## src/rtl/dds_lut_sequencer.sv

```systemverilog
// Playback/reprogram sequencer for the DDS waveform LUT: phase accumulator read stream,
// collision-aware host writes, phase-continuous FTW updates, drain-to-wrap stop.
// Optional feature macro: DDS_QUARTER_WAVE_EN (quarter-sine LUT with mirrored address / sign).
module dds_lut_sequencer #(
  parameter int unsigned WW = 6,
  parameter int unsigned AW = 4,
  parameter int unsigned PW = 12
) (
  input  logic          clk,
  input  logic          rst,
  input  logic          en,
  input  logic [PW-1:0] ftw,
  input  logic          ftw_ld,
  input  logic          wr_req,
  input  logic [AW-1:0] wr_addr,
  input  logic [WW-1:0] wr_data,
  output logic          wr_ack,
  output logic          lut_we,
  output logic [AW-1:0] lut_wa,
  output logic [WW-1:0] lut_wd,
  output logic          lut_re,
  output logic [AW-1:0] lut_ra,
  input  logic [WW-1:0] lut_rd,
  output logic [WW:0]   sample,
  output logic          sample_vld,
  output logic          busy
);

  localparam int unsigned SW = WW + 1;

  typedef enum logic [1:0] {
    S_IDLE  = 2'd0,
    S_RUN   = 2'd1,
    S_DRAIN = 2'd2
  } state_t;

  state_t        r_state;
  state_t        w_state_nxt;
  logic          w_stop;
  logic [PW-1:0] r_phase;
  logic [PW-1:0] r_ftw_act;
  logic [PW-1:0] r_ftw_pend;
  logic          r_ftw_pend_v;
  logic [PW:0]   w_sum;
  logic          w_wrap;
  logic          w_active;
  logic [AW-1:0] w_ra;

  logic          r_lut_we;
  logic          r_wr_ack;
  logic          r_wr_defer;
  logic [AW-1:0] r_lut_wa;
  logic [WW-1:0] r_lut_wd;
  logic          w_wr_accept;
  logic          w_collide;

  logic          r_re_d1;
  logic          r_vld;
  logic [SW-1:0] r_sample;
  logic [SW-1:0] w_mag;

  assign w_sum    = {1'b0, r_phase} + {1'b0, r_ftw_act};
  assign w_wrap   = w_sum[PW];
  assign w_active = (r_state != S_IDLE);
  assign w_mag    = {1'b0, lut_rd};

`ifdef DDS_QUARTER_WAVE_EN
  logic [1:0]    w_q;
  logic [AW-1:0] w_idx;
  logic          r_neg_d1;
  assign w_q   = r_phase[PW-1 -: 2];
  assign w_idx = r_phase[PW-3 -: AW];
  // Odd quadrants walk the quarter table backwards.
  assign w_ra  = w_q[0] ? ~w_idx : w_idx;
`else
  assign w_ra  = r_phase[PW-1 -: AW];
`endif

  // Next-state logic; w_stop marks the DRAIN -> IDLE hand-off.
  always_comb begin
    w_state_nxt = r_state;
    w_stop      = 1'b0;
    case (r_state)
      S_IDLE:  if (en) w_state_nxt = S_RUN;
      S_RUN:   if (!en) w_state_nxt = S_DRAIN;
      S_DRAIN: begin
        if (en) begin
          w_state_nxt = S_RUN;
        end else if (w_wrap || (r_ftw_act == '0)) begin
          w_state_nxt = S_IDLE;
          w_stop      = 1'b1;
        end
      end
      default: w_state_nxt = S_IDLE;
    endcase
  end

  // State, phase accumulator and tuning-word bookkeeping.
  always_ff @(posedge clk) begin
    if (rst) begin
      r_state      <= S_IDLE;
      r_phase      <= '0;
      r_ftw_act    <= '0;
      r_ftw_pend   <= '0;
      r_ftw_pend_v <= 1'b0;
    end else begin
      r_state <= w_state_nxt;
      if (w_active) begin
        r_phase <= w_stop ? '0 : w_sum[PW-1:0];
        if (w_wrap && r_ftw_pend_v) begin
          r_ftw_act    <= r_ftw_pend;
          r_ftw_pend_v <= 1'b0;
        end
        if (ftw_ld) begin
          r_ftw_pend   <= ftw;
          r_ftw_pend_v <= 1'b1;
        end
      end else if (ftw_ld) begin
        // Stopped: a fresh word takes effect at once and supersedes anything pending.
        r_ftw_act    <= ftw;
        r_ftw_pend_v <= 1'b0;
      end
    end
  end

  // Host write scheduling: one deferral on a same-address read, never twice in a row.
  assign w_wr_accept = wr_req && !r_wr_ack;
  assign w_collide   = w_active && (wr_addr == w_ra) && !r_wr_defer;

  always_ff @(posedge clk) begin
    if (rst) begin
      r_lut_we   <= 1'b0;
      r_wr_ack   <= 1'b0;
      r_wr_defer <= 1'b0;
      r_lut_wa   <= '0;
      r_lut_wd   <= '0;
    end else begin
      r_lut_we <= 1'b0;
      r_wr_ack <= 1'b0;
      if (w_wr_accept) begin
        if (w_collide) begin
          r_wr_defer <= 1'b1;
        end else begin
          r_lut_we   <= 1'b1;
          r_wr_ack   <= 1'b1;
          r_lut_wa   <= wr_addr;
          r_lut_wd   <= wr_data;
          r_wr_defer <= 1'b0;
        end
      end
    end
  end

  // Two-stage sample pipeline aligned with the synchronous LUT read.
  always_ff @(posedge clk) begin
    if (rst) begin
      r_re_d1  <= 1'b0;
      r_vld    <= 1'b0;
      r_sample <= '0;
`ifdef DDS_QUARTER_WAVE_EN
      r_neg_d1 <= 1'b0;
`endif
    end else begin
      r_re_d1 <= w_active;
      r_vld   <= r_re_d1;
`ifdef DDS_QUARTER_WAVE_EN
      r_neg_d1 <= w_q[1];
      if (r_re_d1) r_sample <= r_neg_d1 ? SW'(-w_mag) : w_mag;
`else
      if (r_re_d1) r_sample <= w_mag;
`endif
    end
  end

  assign lut_re     = w_active;
  assign lut_ra     = w_ra;
  assign busy       = w_active;
  assign lut_we     = r_lut_we;
  assign wr_ack     = r_wr_ack;
  assign lut_wa     = r_lut_wa;
  assign lut_wd     = r_lut_wd;
  assign sample     = r_sample;
  assign sample_vld = r_vld;

endmodule

```

## config.mk

```make
export PLATFORM = sky130hd
export DESIGN_NAME = dds_lut_sequencer
export DESIGN_NICKNAME = d
export VERILOG_FILES = /design/src/rtl/dds_lut_sequencer.sv
export SDC_FILE = /design/constraint.sdc
export NUM_CORES = 1
export LEC_CHECK = 0
export ABC_AREA = 1
export CORE_MARGIN = 4
export CORE_UTILIZATION = 52
export CTS_CLUSTER_SIZE = 16
export DETAILED_ROUTE_END_ITERATION = 8
export PLACE_DENSITY = 0.76
export SYNTH_ARGS = -nofsm -noshare
export SYNTH_HDL_FRONTEND = slang
export SYNTH_SLANG_ARGS = --single-unit
```

## constraint.sdc

```tcl
create_clock -name clk -period 2.7 [get_ports clk]
set_input_delay 0.54 -clock clk [delete_from_list [all_inputs] [get_ports clk]]
set_output_delay 0.54 -clock clk [all_outputs]
set_load 0.01 [all_outputs]
```

Word level (Yosys, flattened, before mapping)
Cells that the tools add are included.

word-level totals
  register bits = 59
  input bits = 33
  word-level logic and storage cells = 58
  output and inout bits = 26

cells by class
  mux-type cells = 18
  reduce and logical (&&, ||, !) cells = 18
  bitwise gates (word level) = 2
  eq/ne operators = 7
  add/sub/neg operators = 1

operators with widths
  operator              count
  $mux W12              4
  $add A12 B12 Y13      1
  $logic_not A12 Y1     1
  $mux W1               9
  $mux W2               4
  $reduce_and A2 Y1     4
  $pmux W2 S3           1
  $reduce_bool A2 Y1    3
  $eq A4 B4 Y1          1
  $logic_and A1 B1 Y1   4
  $ne A2 B2 Y1 const B  2
  $ne A3 B3 Y1 const B  1
  $reduce_and A3 Y1     1
  $eq A2 B1 Y1 const B  1
  $eq A2 B2 Y1 const B  1
  $logic_not A1 Y1      2
  $logic_not A2 Y1      1
  $ne A2 B1 Y1 const B  1
  $not A1 Y1            2
  $reduce_or A2 Y1      1
  $logic_or A1 B1 Y1    1

Longest topological paths before layout
Gate-level depths: netlist (run 1).

  depth after elaboration = 6
  gate-level depth with buffers = 14
  gate-level depth less buffers = 13

Least setup slack after synthesis (run 1)
No wires, ideal clock.

  path kind = register -> register
  start = reg r_ftw_act[0]
  end = reg r_ftw_act[10]
  slack = 0.835 ns
  clock period less this slack = 1.865 ns
  setup time = 0.113 ns
  data required time = 2.587 ns
  buffers on the path = 1
  cell stages (with the launch flop) = 15
  arrival time = 1.752 ns
  path through = dfxtp_1 ha_1 inv_1 fa_1 inv_1 nand3_1 nand3_2 nand3_2 nand3_2 nand3_2 nand2_4 buf_6 nand2_1 nand2_1 nor2_1

between the ends
  longest elaborated chain between the ends = 4

RTL lines
  what                                line  RTL
  start: declaration                  41    logic [PW-1:0] r_ftw_act;
  start signal: assignment            111   r_ftw_act <= r_ftw_pend;
  start signal: assignment            120   r_ftw_act <= ftw;
  $add A12 B12 Y13                    62    assign w_sum = {1'b0, r_phase} + {1'b0, r_ftw_act};
  $logic_and A1 B1 Y1                 110   if (w_wrap && r_ftw_pend_v) begin
  $ne A2 B1 Y1 (no source line)       -
  $reduce_and A2 Y1 (no source line)  -

Every way passes these cells.
A chain may end at the register's enable or synchronous reset.

Worst setup path after layout (run 1)
  start = reg r_ftw_act[0]
  end = reg r_phase[9]

between the ends
  longest elaborated chain between the ends = 6
  elaborated cells on any way between the ends = 7
  classes of those cells = 1 x add/sub; 4 x mux; 2 x reduce/logical

RTL lines
  what                                                   line    RTL
  $add A12 B12 Y13 or $logic_not A12 Y1 (tied branches)  62, 89
  $logic_or A1 B1 Y1                                     89      end else if (w_wrap || (r_ftw_act == '0)) begin
  $mux W1                                                89
  $mux W1                                                87      if (en) begin
  $mux W1                                                83      case (r_state)
  $mux W12 *                                             109     r_phase <= w_stop ? '0 : w_sum[PW-1:0];
  end signal: assignment                                 109
  end: declaration                                       40      logic [PW-1:0] r_phase;

Mark *: on every way between the ends. The rest lies on a longest branch, timed or not.

==> results summary, run 1 <==
The number of rows created at floorplan came out at 28. The number of hold violations in the final report came to 0. The core footprint is 5890 um2.

The dominant delay contributor by cell family on the critical path is simple AND/OR/NAND/NOR gates. The critical path goes through ha_1 -> inv_1 -> fa_1 -> inv_1 -> nand3_1 -> nand3_2 -> nand3_2 -> nand4_1 -> nand2_1 -> nand3_1 -> a21oi_1. The critical path arrival came out at 2.43 ns. For this design the top-level I/O count stands at 59. The combined area of all synthesized cells came out at 3150 um2.

Setup repair after global routing left no endpoint under its margin. Once the clock tree was built, the resizer swapped 0 gates to a different size. The share of total power dissipated in sequential elements is 0.454. For this run the aggregate overflow at the end of global routing stands at 0. The initial core utilization came out at 0.535.

In this run the mean area of a mapped cell was 6.86 um2. The power consumption is 2.14 mW. Internal power comes to 1.56 mW. Once detailed placement completed, the half-perimeter wirelength came to 5.04 mm. The via count of the first global-routing pass is 2744.

The setup TNS after final layout came out at 0 ns. The kind of start point of the critical path is a register. Synthesis produced a netlist with a net count of 505. In the final layout, the share of cells above drive strength 1 is 0.0587. The delay of the slowest cell on the worst path came out at 0.40 ns. The final weighted congestion of routability-driven global placement is 0.859. The reg2reg setup slack came out at 0.49 ns. The path class of the tightest hold or removal check is register to register. The count of maximum capacitance violations came out at 0. The post-detailed-route DRC marker count came out at 0. The flip-flop and latch area came out at 1180 um2. The floorplan step defined a die boundary enclosing 7360 um2.

The total CTS buffers is 9. The wire length after detailed routing came out at 6.89 mm. The worst-case clock buffer depth came out at 2. The switching power came out at 0.584 mW.

The switching part of the total came out at 0.273. The first global-routing pass estimated 11.7 mm of wire. The H-tree level count came out at 3. For this block, the via count after detailed routing is 2879.

From synthesis to final layout, the design area changed by 23.2%. The worst hold path stage count came out at 2. The largest driver fanout on the critical path is 12. Summed over all cells, the static leakage comes to 1.93 nW. The worst setup path is captured at a register. The clock-pin slew on the worst setup and hold paths came out at 0.07 ns. The synthesized netlist cell count is 459. The worst hold path begins at lut_wd[4]$_SDFFE_PP0P_.

The die width came out at 85.8 um. The maximum number of pins on one net before global-route repair is 42. The tree is rooted in a clkbuf_8.

The relative slew slack is 0.274. The worst hold path terminates at lut_wd[4]$_SDFFE_PP0P_. The distinct cell type count after synthesis is 29. The count of buffers added on input and output ports is 57. The power density relative to cell area is 552 nW/um2. The number of warnings reported in the yosys synthesis log is 0.

The die boundary height is 85.8 um. The number of detailed-route iterations in the first pass is 4. The overall global routing resource usage is 0.195.

The sum of buffers and inverters on the critical path came out at 2. The number of design-rule violations left by the first detailed-router iteration came out at 125. For the pin with the worst max-slew slack, the measured transition is 1.09 ns.

The critical path in this run is classified as register to register. The count of hold buffers inserted by post-cts repair came out at 0. In this run the critical register-to-register path is captured at r_phase[9]$_SDFFE_PP0N_. The path depth of the worst reg2reg path came out at 11. For the final database, setup skew stands at 0.00600 ns. The worst path needs 2.21 ns of the cycle, external delays included.

The filler cell count in the final layout is 538. The slowest library cell on the worst path is fa_1. The total count of max-transition violations in the final report came out at 0. The clock latency at the later pin of the worst-skew pair came out at 0.33 ns. The worst register-to-register path begins at r_ftw_act[0]$_SDFFE_PP0P_. The initial antenna violation count came to 0. The post-synthesis register bit count came out at 59. The upper clock frequency limit is 452 MHz.

The tightest hold path in the finished design has a slack of 0.464 ns. The share of the clock period used by the worst path is 0.820. The clock tree from TritonCTS is built. The number of nets in the final layout came out at 553. The count of nets left with antenna violations after detail routing came out at 0.

The number of antenna diodes in the final layout is 0. The part of the power in combinational logic is 0.182. For the worst setup path, the data required time is 2.91 ns. Using the TritonRoute via totals, the vias-per-cell ratio works out to 4.91. The area occupied by multi-input gates is 1650 um2. The share of synthesized area occupied by flip-flops and latches is 0.375. The post-CTS repair timing setup buffer count is 0. The share of total power dissipated in the clock network is 0.364. Setup violations remaining at the end of the flow were counted as 0. IR analysis of the VDD net gives a maximum drop of 0.335 mV.

The flow ran to the end, and the final reports show no timing, DRC or antenna violations. The routed length per instance is 11.8 um. The count of clock tree sinks came out at 59.
flip-flops by register name, indices dropped and copies added, names as in the netlist:
register      flops
r_ftw_act        12
r_ftw_pend       12
r_phase          12
lut_wd            6
sample            6
lut_wa            4
r_state           2
r_ftw_pend_v      1
r_re_d1           1
r_wr_defer        1
sample_vld        1
wr_ack            1
stage by stage:
| stage | std cells | setup slack [ns] | util | cell area, um2 |
|---|---|---|---|---|
| 2_1_floorplan | 459 | 0.835 | - | 3150 |
| 3_3_place_gp | 571 | 0.502 | 0.626 | 3690 |
| 3_5_place_dp | 571 | 0.484 | 0.626 | 3690 |
| 4_1_cts | 586 | 0.492 | 0.659 | 3880 |
| 5_1_grt | 586 | 0.236 | 0.659 | 3880 |
| 6_report | 586 | 0.485 | 0.659 | 3880 |
cells in the mapped netlist:
master       n  area [um2]
inv_1       43         161
o2111ai_1    1        8.76
nand3b_1     3        22.5
and2_0       1        6.26
fa_1         1        20.0
nand2_2      1        6.26
buf_2        3        15.0
nand3_2      4        40.0
buf_4       11        82.6
buf_6        3        33.8
o21ai_0     18        90.1
nand2_1    128         480
nor2_1      83         312
dfxtp_1     59        1180
inv_2        1        3.75
nor2_2       2        12.5
a21oi_2      1        8.76
xor2_1       5        43.8
buf_1        2        7.51
nand2_4      1        11.3
nand4_1      4        25.0
conb_1       1        3.75
nor3_1       2        10.0
a21oi_1     17        85.1
nand3_1     32         160
xnor2_1      3        26.3
mux2i_1     12         120
clkbuf_1     5        18.8
ha_1        12         150
how the worst max path moves through the flow:
stage	from	endpoint	slack (ns)	cells after the start
2_1_floorplan	r_ftw_act[0]$_SDFFE_PP0P_	r_ftw_act[10]$_SDFFE_PP0P_	0.84	14
3_3_place_gp	r_ftw_act[0]$_SDFFE_PP0P_	r_phase[9]$_SDFFE_PP0N_	0.50	11
3_5_place_dp	rst	r_ftw_pend[5]$_SDFFE_PP0P_	0.48	4
4_1_cts	r_ftw_act[0]$_SDFFE_PP0P_	r_phase[9]$_SDFFE_PP0N_	0.49	11
5_1_grt	r_ftw_act[0]$_SDFFE_PP0P_	r_phase[9]$_SDFFE_PP0N_	0.24	11
6_report	r_ftw_act[0]$_SDFFE_PP0P_	r_phase[9]$_SDFFE_PP0N_	0.49	11
placed cells by master (no fill, tap or decap), drive strengths merged:
cell,netlist,routed
nand2,130,130
nor2,85,85
dfxtp,59,59
clkdlybuf4s50,0,57
inv,44,44
nand3,36,36
o21ai,18,18
a21oi,18,18
mux2i,12,12
ha,12,12
clkbuf,5,10
xor2,5,5
nand4,4,4
buf,19,4
clkinv,0,4
xnor2,3,3
nand3b,3,3
nor3,2,2
o2111ai,1,1
and2,1,1
fa,1,1
conb,1,1
bufinv,0,1
area by class of cell:
type,count,share of cell area
Timing Repair Buffer,61,0.155
Clock inverter,5,0.0139
Tap cell,75,0.0242
Inverter,44,0.0426
Clock buffer,10,0.0355
Sequential cell,59,0.305
Multi-Input combinational cell,332,0.424
worst reg2reg max path, stage by stage, from the launching register on:
cell and delay [ns]:
dfxtp_1 0.35, ha_1 0.21, inv_1 0.07, fa_1 0.40
inv_1 0.10, nand3_1 0.09, nand3_2 0.13, nand3_2 0.09
nand4_1 0.11, nand2_1 0.30, nand3_1 0.19, a21oi_1 0.07
cell families after synthesis:
group / after synthesis / synth area share
muxes: 12 / 0.0382
AOI/OAI and AO/OA: 37 / 0.0612
and+or+nand+nor: 261 / 0.345
xor gates and xnor gates: 8 / 0.0223
buffers and inverters: 68 / 0.103
DFF: 59 / 0.375
other: 1 / 0.00119
adders and majority gates: 13 / 0.0541
per-layer routing:
layer,track usage,share of wire
met1,0.252,0.49
met2,0.323,0.46
met4,0.0647,0.012
met5,0,0
met3,0.0442,0.040
power groups by stage:
stage | Combinational [mW] | Clock [mW] | Sequential, mW
6_report | 0.389 | 0.780 | 0.972
5_1_grt | 0.439 | 0.847 | 0.980
4_1_cts | 0.392 | 0.809 | 0.972
3_5_place_dp | 0.389 | 0 | 0.991
3_3_place_gp | 0.383 | 0 | 0.989
2_1_floorplan | 0.254 | 0 | 0.988
(Power assumes the default switching activity.)
==> inputs of run 2 (changes only) <==
==> constraint.sdc (replaced) <==
create_clock -name clk -period 2.2 [get_ports clk]
set_input_delay 0.44 -clock clk [delete_from_list [all_inputs] [get_ports clk]]
set_output_delay 0.44 -clock clk [all_outputs]
set_load 0.01 [all_outputs]
==> results summary, run 2 (same netlist as run 1, synthesis figures left out) <==
In the final layout, the registers with the most flip-flops are r_ftw_act (12), r_ftw_pend (12), r_phase (12). Max-cap violations in this run came to 0. The path depth of the worst reg2reg path came out at 11. After clock tree synthesis, the clock-pin slew on the worst setup and hold paths is 0.07 ns.

The total overflow left after global routing is 0. The clock latency at the later pin of the worst-skew pair came out at 0.34 ns. The via count of the first global-routing pass is 2786. The upper clock frequency limit is 492 MHz. The count of hold buffers inserted by post-cts repair came out at 0. The worst-case clock buffer depth came out at 2. STA classifies the critical path endpoint as a register.

In the global route stage, overall resource usage came out at 0.204. 59 I/O pins were placed. The path class of the tightest hold or removal check is register to register. For this configuration, the core starts out at a cell density of 0.535. Clock skew on the completed layout was measured at 0.00594 ns. Broken down by cell family, the worst path's largest delay share belongs to simple AND/OR/NAND/NOR gates.

The worst hold path stage count is 2. Before antenna repair, the detailed router went through 4 iterations. The wire length of the first global-routing pass came out at 12.0 mm. The worst setup slack after layout is 0.169 ns.

The number of vias after detailed routing came out at 2894. STA puts the critical path data arrival time at 2.26 ns. TritonCTS built the clock tree.

The total count of max-transition violations in the final report came out at 0. The worst register-to-register path begins at r_ftw_act[0]$_SDFFE_PP0P_. The area growth from synthesis to layout is 25.6%. The sum of buffers and inverters on the critical path is 2. The critical setup path kind is register to register. The analysis attributes to cell leakage a power of 1.96 nW. The maximum number of pins on one net before global-route repair is 29. The die boundary height came out at 85.8 um. The top cell types in the final layout, fill and taps aside, are nand2_1 (127), nor2_1 (82), dfxtp_1 (59).

In this run the standard cell core region covers 5890 um2. Wires add up to 7.23 mm. The library cell used most frequently in the layout, excluding fill and tap cells, is nand2_1. The signal on the critical path passes through ha_2 -> inv_1 -> fa_1 -> inv_1 -> nand3_1 -> nand3_2 -> nand3_2 -> nand4_1 -> nand2_2 -> nand3_1 -> a21oi_1. The post-detailed-route DRC marker count is 0. Counting the fill cells in the layout gives 522. The count of clock tree sinks is 59. Power spread over the standard cell area amounts to 683 nW/um2. Along the worst path, the maximum fanout reaches 12. The cell area reported after detailed placement is 3700 um2.

The initialized floorplan defines 28 standard-cell rows. The delay of the slowest cell on the worst path is 0.39 ns. The initial antenna violation count is 0. After detailed routing, the number of vias per cell comes to 4.89.

The fraction of layout instances using a drive strength above 1 is 0.0716. The routed length per instance came out at 12.2 um. The slowest stage of the critical path is the fa_1 cell. The die width is 85.8 um. The post-placement setup slack is 0.000542 ns. For this block, the initial DRC count from the detailed router was 140. The count of input and output buffers is 57. The post-layout instance area is 3950 um2. The total half-perimeter wirelength after legalization and detailed placement came out at 5.28 mm. Routability-driven placement finished with a final weighted congestion of 0.917. The H-tree level count is 3. The number of cells on the critical path came out at 11.

The final critical path time including I/O delays and setup came out at 2.03 ns. The power consumption is 2.70 mW. The worst hold margin came out at 0.466 ns.

The run finished with clean final reports. The area of the die is 7360 um2. The share of the clock period used by the worst path came out at 0.923. The number of clock buffers added by TritonCTS is 9.

The data required time at the worst endpoint came out at 2.43 ns. The number of antenna diodes in the final layout is 0. The root cell of the clock tree is clkbuf_8. The count of nets left with antenna violations after detail routing came out at 0. The startpoint identified for the worst hold timing path is lut_wd[1]$_SDFFE_PP0P_. IR analysis of the VDD net gives a maximum drop of 0.468 mV.

The worst setup path is launched from a register. The critical path launch point is r_ftw_act[0]$_SDFFE_PP0P_. Setup repair after global routing left no endpoint under its margin. Setup violations remaining at the end of the flow were counted as 0. For the final routed database, the setup TNS stands at 0 ns. For this run, the post-layout net count is 558. The number of hold violations in the final report is 0.
## run 2: cell types whose count changed in the layout (fill, tap and decap cells not counted), sizes merged
cell,delta
buf,+4
clkinv,-1
nand2,+1
clkbuf,+2
## run 2: report_power, final
part / switching, mW / leakage [nW] / internal, mW / total [mW]
sequential: 0.0525 / 0.484 / 1.14 / 1.19
clock: 0.433 / 0.106 / 0.583 / 1.02
combinational: 0.257 / 1.37 / 0.231 / 0.488
total: 0.743 / 1.96 / 1.96 / 2.70
## run 2: repair_timing
item / CTS / global route
setup endpoints to repair: 0 / 24
buffers inserted: 0 / 2
resized for setup: 0 / 4
## run 2: path summary, 6_finish.rpt
| check | end | slack (ns) |
|---|---|---|
| max | r_phase[9]$_SDFFE_PP0N_ | 0.17 |
| min | lut_wd[1]$_SDFFE_PP0P_ | 0.47 |
| max reg2reg | r_phase[9]$_SDFFE_PP0N_ | 0.17 |
| min reg2reg | lut_wd[1]$_SDFFE_PP0P_ | 0.47 |
## run 2: worst min-delay path, cell delays in order (launching register included)
cell,delay [ns]
dfxtp_1,0.31
nand3_1,0.07
nand2_1,0.04
## run 2: metal layers
layer	vias to the layer above	share of wire	wire, um	GRT usage
met1	1290	0.47	3430	0.254
met3	10	0.041	299	0.0394
li1	1542	-	-	-
met2	52	0.47	3390	0.340
met5	-	0	0	0
met4	0	0.015	105	0.0964
## run 2: cell type report
cell class / instances / area, um2 / share of cell area
multi-input cells: 333 / 1680 / 0.425
flip-flops and latches: 59 / 1180 / 0.299
repair buffers: 65 / 631 / 0.160
inverters: 44 / 165 / 0.0418
clock buffers: 12 / 155 / 0.0393
well taps: 75 / 93.8 / 0.0237
clock inverters: 4 / 48.8 / 0.0123
## run 2: stage by stage
| step | util | instances |
|---|---|---|
| floorplan | - | 459 |
| global placement | 0.629 | 573 |
| detailed placement | 0.629 | 573 |
| CTS | 0.663 | 589 |
| global route | 0.672 | 592 |
| finish | 0.672 | 592 |
==> inputs of run 3 (changes only) <==
--- a/config.mk
+++ b/config.mk
@@ -7,10 +7,9 @@
 export LEC_CHECK = 0
 export ABC_AREA = 1
 export CORE_MARGIN = 4
-export CORE_UTILIZATION = 52
-export CTS_CLUSTER_SIZE = 16
+export CORE_UTILIZATION = 56
 export DETAILED_ROUTE_END_ITERATION = 8
-export PLACE_DENSITY = 0.76
+export PLACE_DENSITY = 0.81
 export SYNTH_ARGS = -nofsm -noshare
 export SYNTH_HDL_FRONTEND = slang
 export SYNTH_SLANG_ARGS = --single-unit
==> constraint.sdc (replaced) <==
create_clock -name clk -period 2.4 [get_ports clk]
set_input_delay 0.48 -clock clk [delete_from_list [all_inputs] [get_ports clk]]
set_output_delay 0.48 -clock clk [all_outputs]
set_load 0.01 [all_outputs]
==> results summary, run 3 (same netlist as run 1, synthesis figures left out) <==
After clock tree synthesis, the setup repair step added 0 buffers. The initial antenna violation count is 0. Counting both buffers and inverters, the worst setup path holds a total of 2.

The power consumption is 2.44 mW. The ratio of routed vias to standard cells came out at 4.98. The total CTS buffers is 9. The filler cell count in the final layout is 463. The clock-pin slew on the worst setup and hold paths came out at 0.07 ns.

The transition time at the pin with the least slew margin came out at 1.07 ns. The run finished with clean final reports. The area of the die came out at 6880 um2. The critical path arrival came out at 2.46 ns.

Traced cell by cell, the critical path runs through ha_1 -> inv_1 -> fa_1 -> inv_1 -> nand3_1 -> nand3_2 -> nand3_2 -> nand4_1 -> nand2_1 -> nand3_1 -> a21oi_1. The worst clock skew on the final layout is 0.00895 ns. Of the total power, the clock network draws 0.371. Gates resized during post-CTS repair numbered 0.

The final cell utilization of the core is 0.709. In the final layout, the share of cells above drive strength 1 is 0.0566. The setup TNS after final layout is 0 ns. Measured against its own limit, the worst slew margin works out to 0.289. The final critical path time including I/O delays and setup is 2.23 ns.

The internal power consumption came out at 1.76 mW. The first global-routing pass estimated 12.1 mm of wire. The reg2reg setup slack came out at 0.17 ns. CTS built an H-tree with a depth of 3.

The worst setup path is captured at a register. In this run the vertical extent of the chip is 83.0 um. Among cell families on the critical path, the largest total delay comes from simple AND/OR/NAND/NOR gates. The die is 83.0 um wide. In this run the count of I/O pins placed on the die edge is 59. The worst-case clock buffer depth is 2.

The count of hold buffers inserted by post-cts repair came out at 0. Of all nets on the critical path, the largest fanout is 12. Setup repair after global routing left no endpoint under its margin. The root cell of the clock tree is clkbuf_8. Global routing finished with a remaining overflow of 0. The number of hold violations in the final report is 0. The final weighted congestion of routability-driven global placement came out at 0.852.

Across every metal layer, demand over resource in global routing totals 0.213. The wire length after detailed routing is 7.05 mm. Of the available clock period, the critical path in the final layout requires 0.929.

The clock latency at the later pin of the worst-skew pair is 0.34 ns. The power density relative to cell area came out at 628 nW/um2. OpenSTA, run right after detailed placement, puts the worst setup slack at 0.199 ns. In this run the power spent charging and discharging nets is 0.675 mW.

The worst hold-check path type is register to register. The number of placed instances with taps included is 568. The part of the power in combinational logic came out at 0.180. The count of clock tree sinks came out at 59. The via count of the first global-routing pass is 2662.

Timing would allow up to 449 MHz. The number of detailed-route iterations in the first pass came out at 4. The filler-free cell count of the finished design is 584. The area occupied by multi-input gates came out at 1650 um2.

The total count of max-transition violations in the final report is 0. The layout-stage area growth over the synthesis result came out at 23.2%. The delay of the slowest cell on the worst path is 0.41 ns.

The initial core utilization is 0.575. Once detailed placement completed, the half-perimeter wirelength came to 5.09 mm. The worst setup path is launched from a register. The repair_antennas step left the layout with diodes totalling 0. The routed length per instance is 12.1 um. The core region is 5470 um2.

Of the total power, the share spent switching nets is 0.277. The largest registers in the layout are r_ftw_act (12), r_ftw_pend (12), r_phase (12). The count of nets left with antenna violations once routing finished came out at 0. Entering global routing, the biggest net connects 42 pins.

The sequential power share came out at 0.449. The clock tree from TritonCTS is built. The worst supply voltage drop on vdd came out at 0.469 mV.

The number of design-rule violations left by the first detailed-router iteration is 103. The worst setup slack after layout is 0.172 ns. The post-detailed-route DRC marker count is 0. The final route contains 2911 vias. On the critical path, the stage with the largest delay is an instance of fa_1. Summing all flip-flop and latch instances after layout gives 1180 um2. The number of endpoints failing setup at the final stage is 0.

The count of input and output buffers is 57. The number of nets in the final layout is 553. The total leakage power is 1.92 nW. The data required time at the worst endpoint is 2.63 ns. The number of rows created at floorplan came out at 27. The count of maximum capacitance violations came out at 0.

The library cells used most frequently in the layout, excluding fill and tap cells, are nand2_1 (128), nor2_1 (82), dfxtp_1 (59). The critical setup path kind is register to register. Leaving out fill and tap cells, the most frequent cell in the layout is nand2_1.
## run 3: final timing paths
| path | start | cells past startpoint | endpoint |
|---|---|---|---|
| worst max register to register | r_ftw_act[0]$_SDFFE_PP0P_ | 11 | r_phase[9]$_SDFFE_PP0N_ |
| worst max-delay path | r_ftw_act[0]$_SDFFE_PP0P_ | 11 | r_phase[9]$_SDFFE_PP0N_ |
| worst min register to register | lut_wd[5]$_SDFFE_PP0P_ | 2 | lut_wd[5]$_SDFFE_PP0P_ |
| worst min-delay path | lut_wd[5]$_SDFFE_PP0P_ | 2 | lut_wd[5]$_SDFFE_PP0P_ |
## run 3: layer usage
metal,GRT usage,wire (um),up-vias
met4,0.0921,125,0
met5,0,0,-
met1,0.266,3230,1299
met2,0.347,3350,74
li1,-,-,1525
met3,0.0556,348,13
## run 3: final cells by class
class | count | area share
Clock inverter | 4 | 0.0129
Clock buffer | 12 | 0.0374
Tap cell | 72 | 0.0232
Inverter | 44 | 0.0426
Sequential cell | 59 | 0.305
Timing Repair Buffer | 61 | 0.155
Multi-Input combinational cell | 332 | 0.424
## run 3: through the flow
| step | hold slack (ns) | area (um2) |
|---|---|---|
| after CTS | 0.468 | 3880 |
| after global routing | 0.496 | 3880 |
| after floorplan | 0.448 | 3150 |
| after global placement | 0.453 | 3680 |
| after detailed placement | 0.460 | 3680 |
| final | 0.463 | 3880 |
## run 3: power by group through the flow
stage	combinational [mW]	clock (mW)	sequential [mW]
floorplan	0.285	0	1.11
global placement	0.429	0	1.11
detailed placement	0.436	0	1.12
CTS	0.440	0.920	1.09
global route	0.491	0.973	1.10
finish	0.438	0.903	1.09
## run 3: tightest hold or removal path: stages (launching register included)
cell and delay, ns:
dfxtp_1 0.31, nand3_1 0.07, nand2_1 0.04
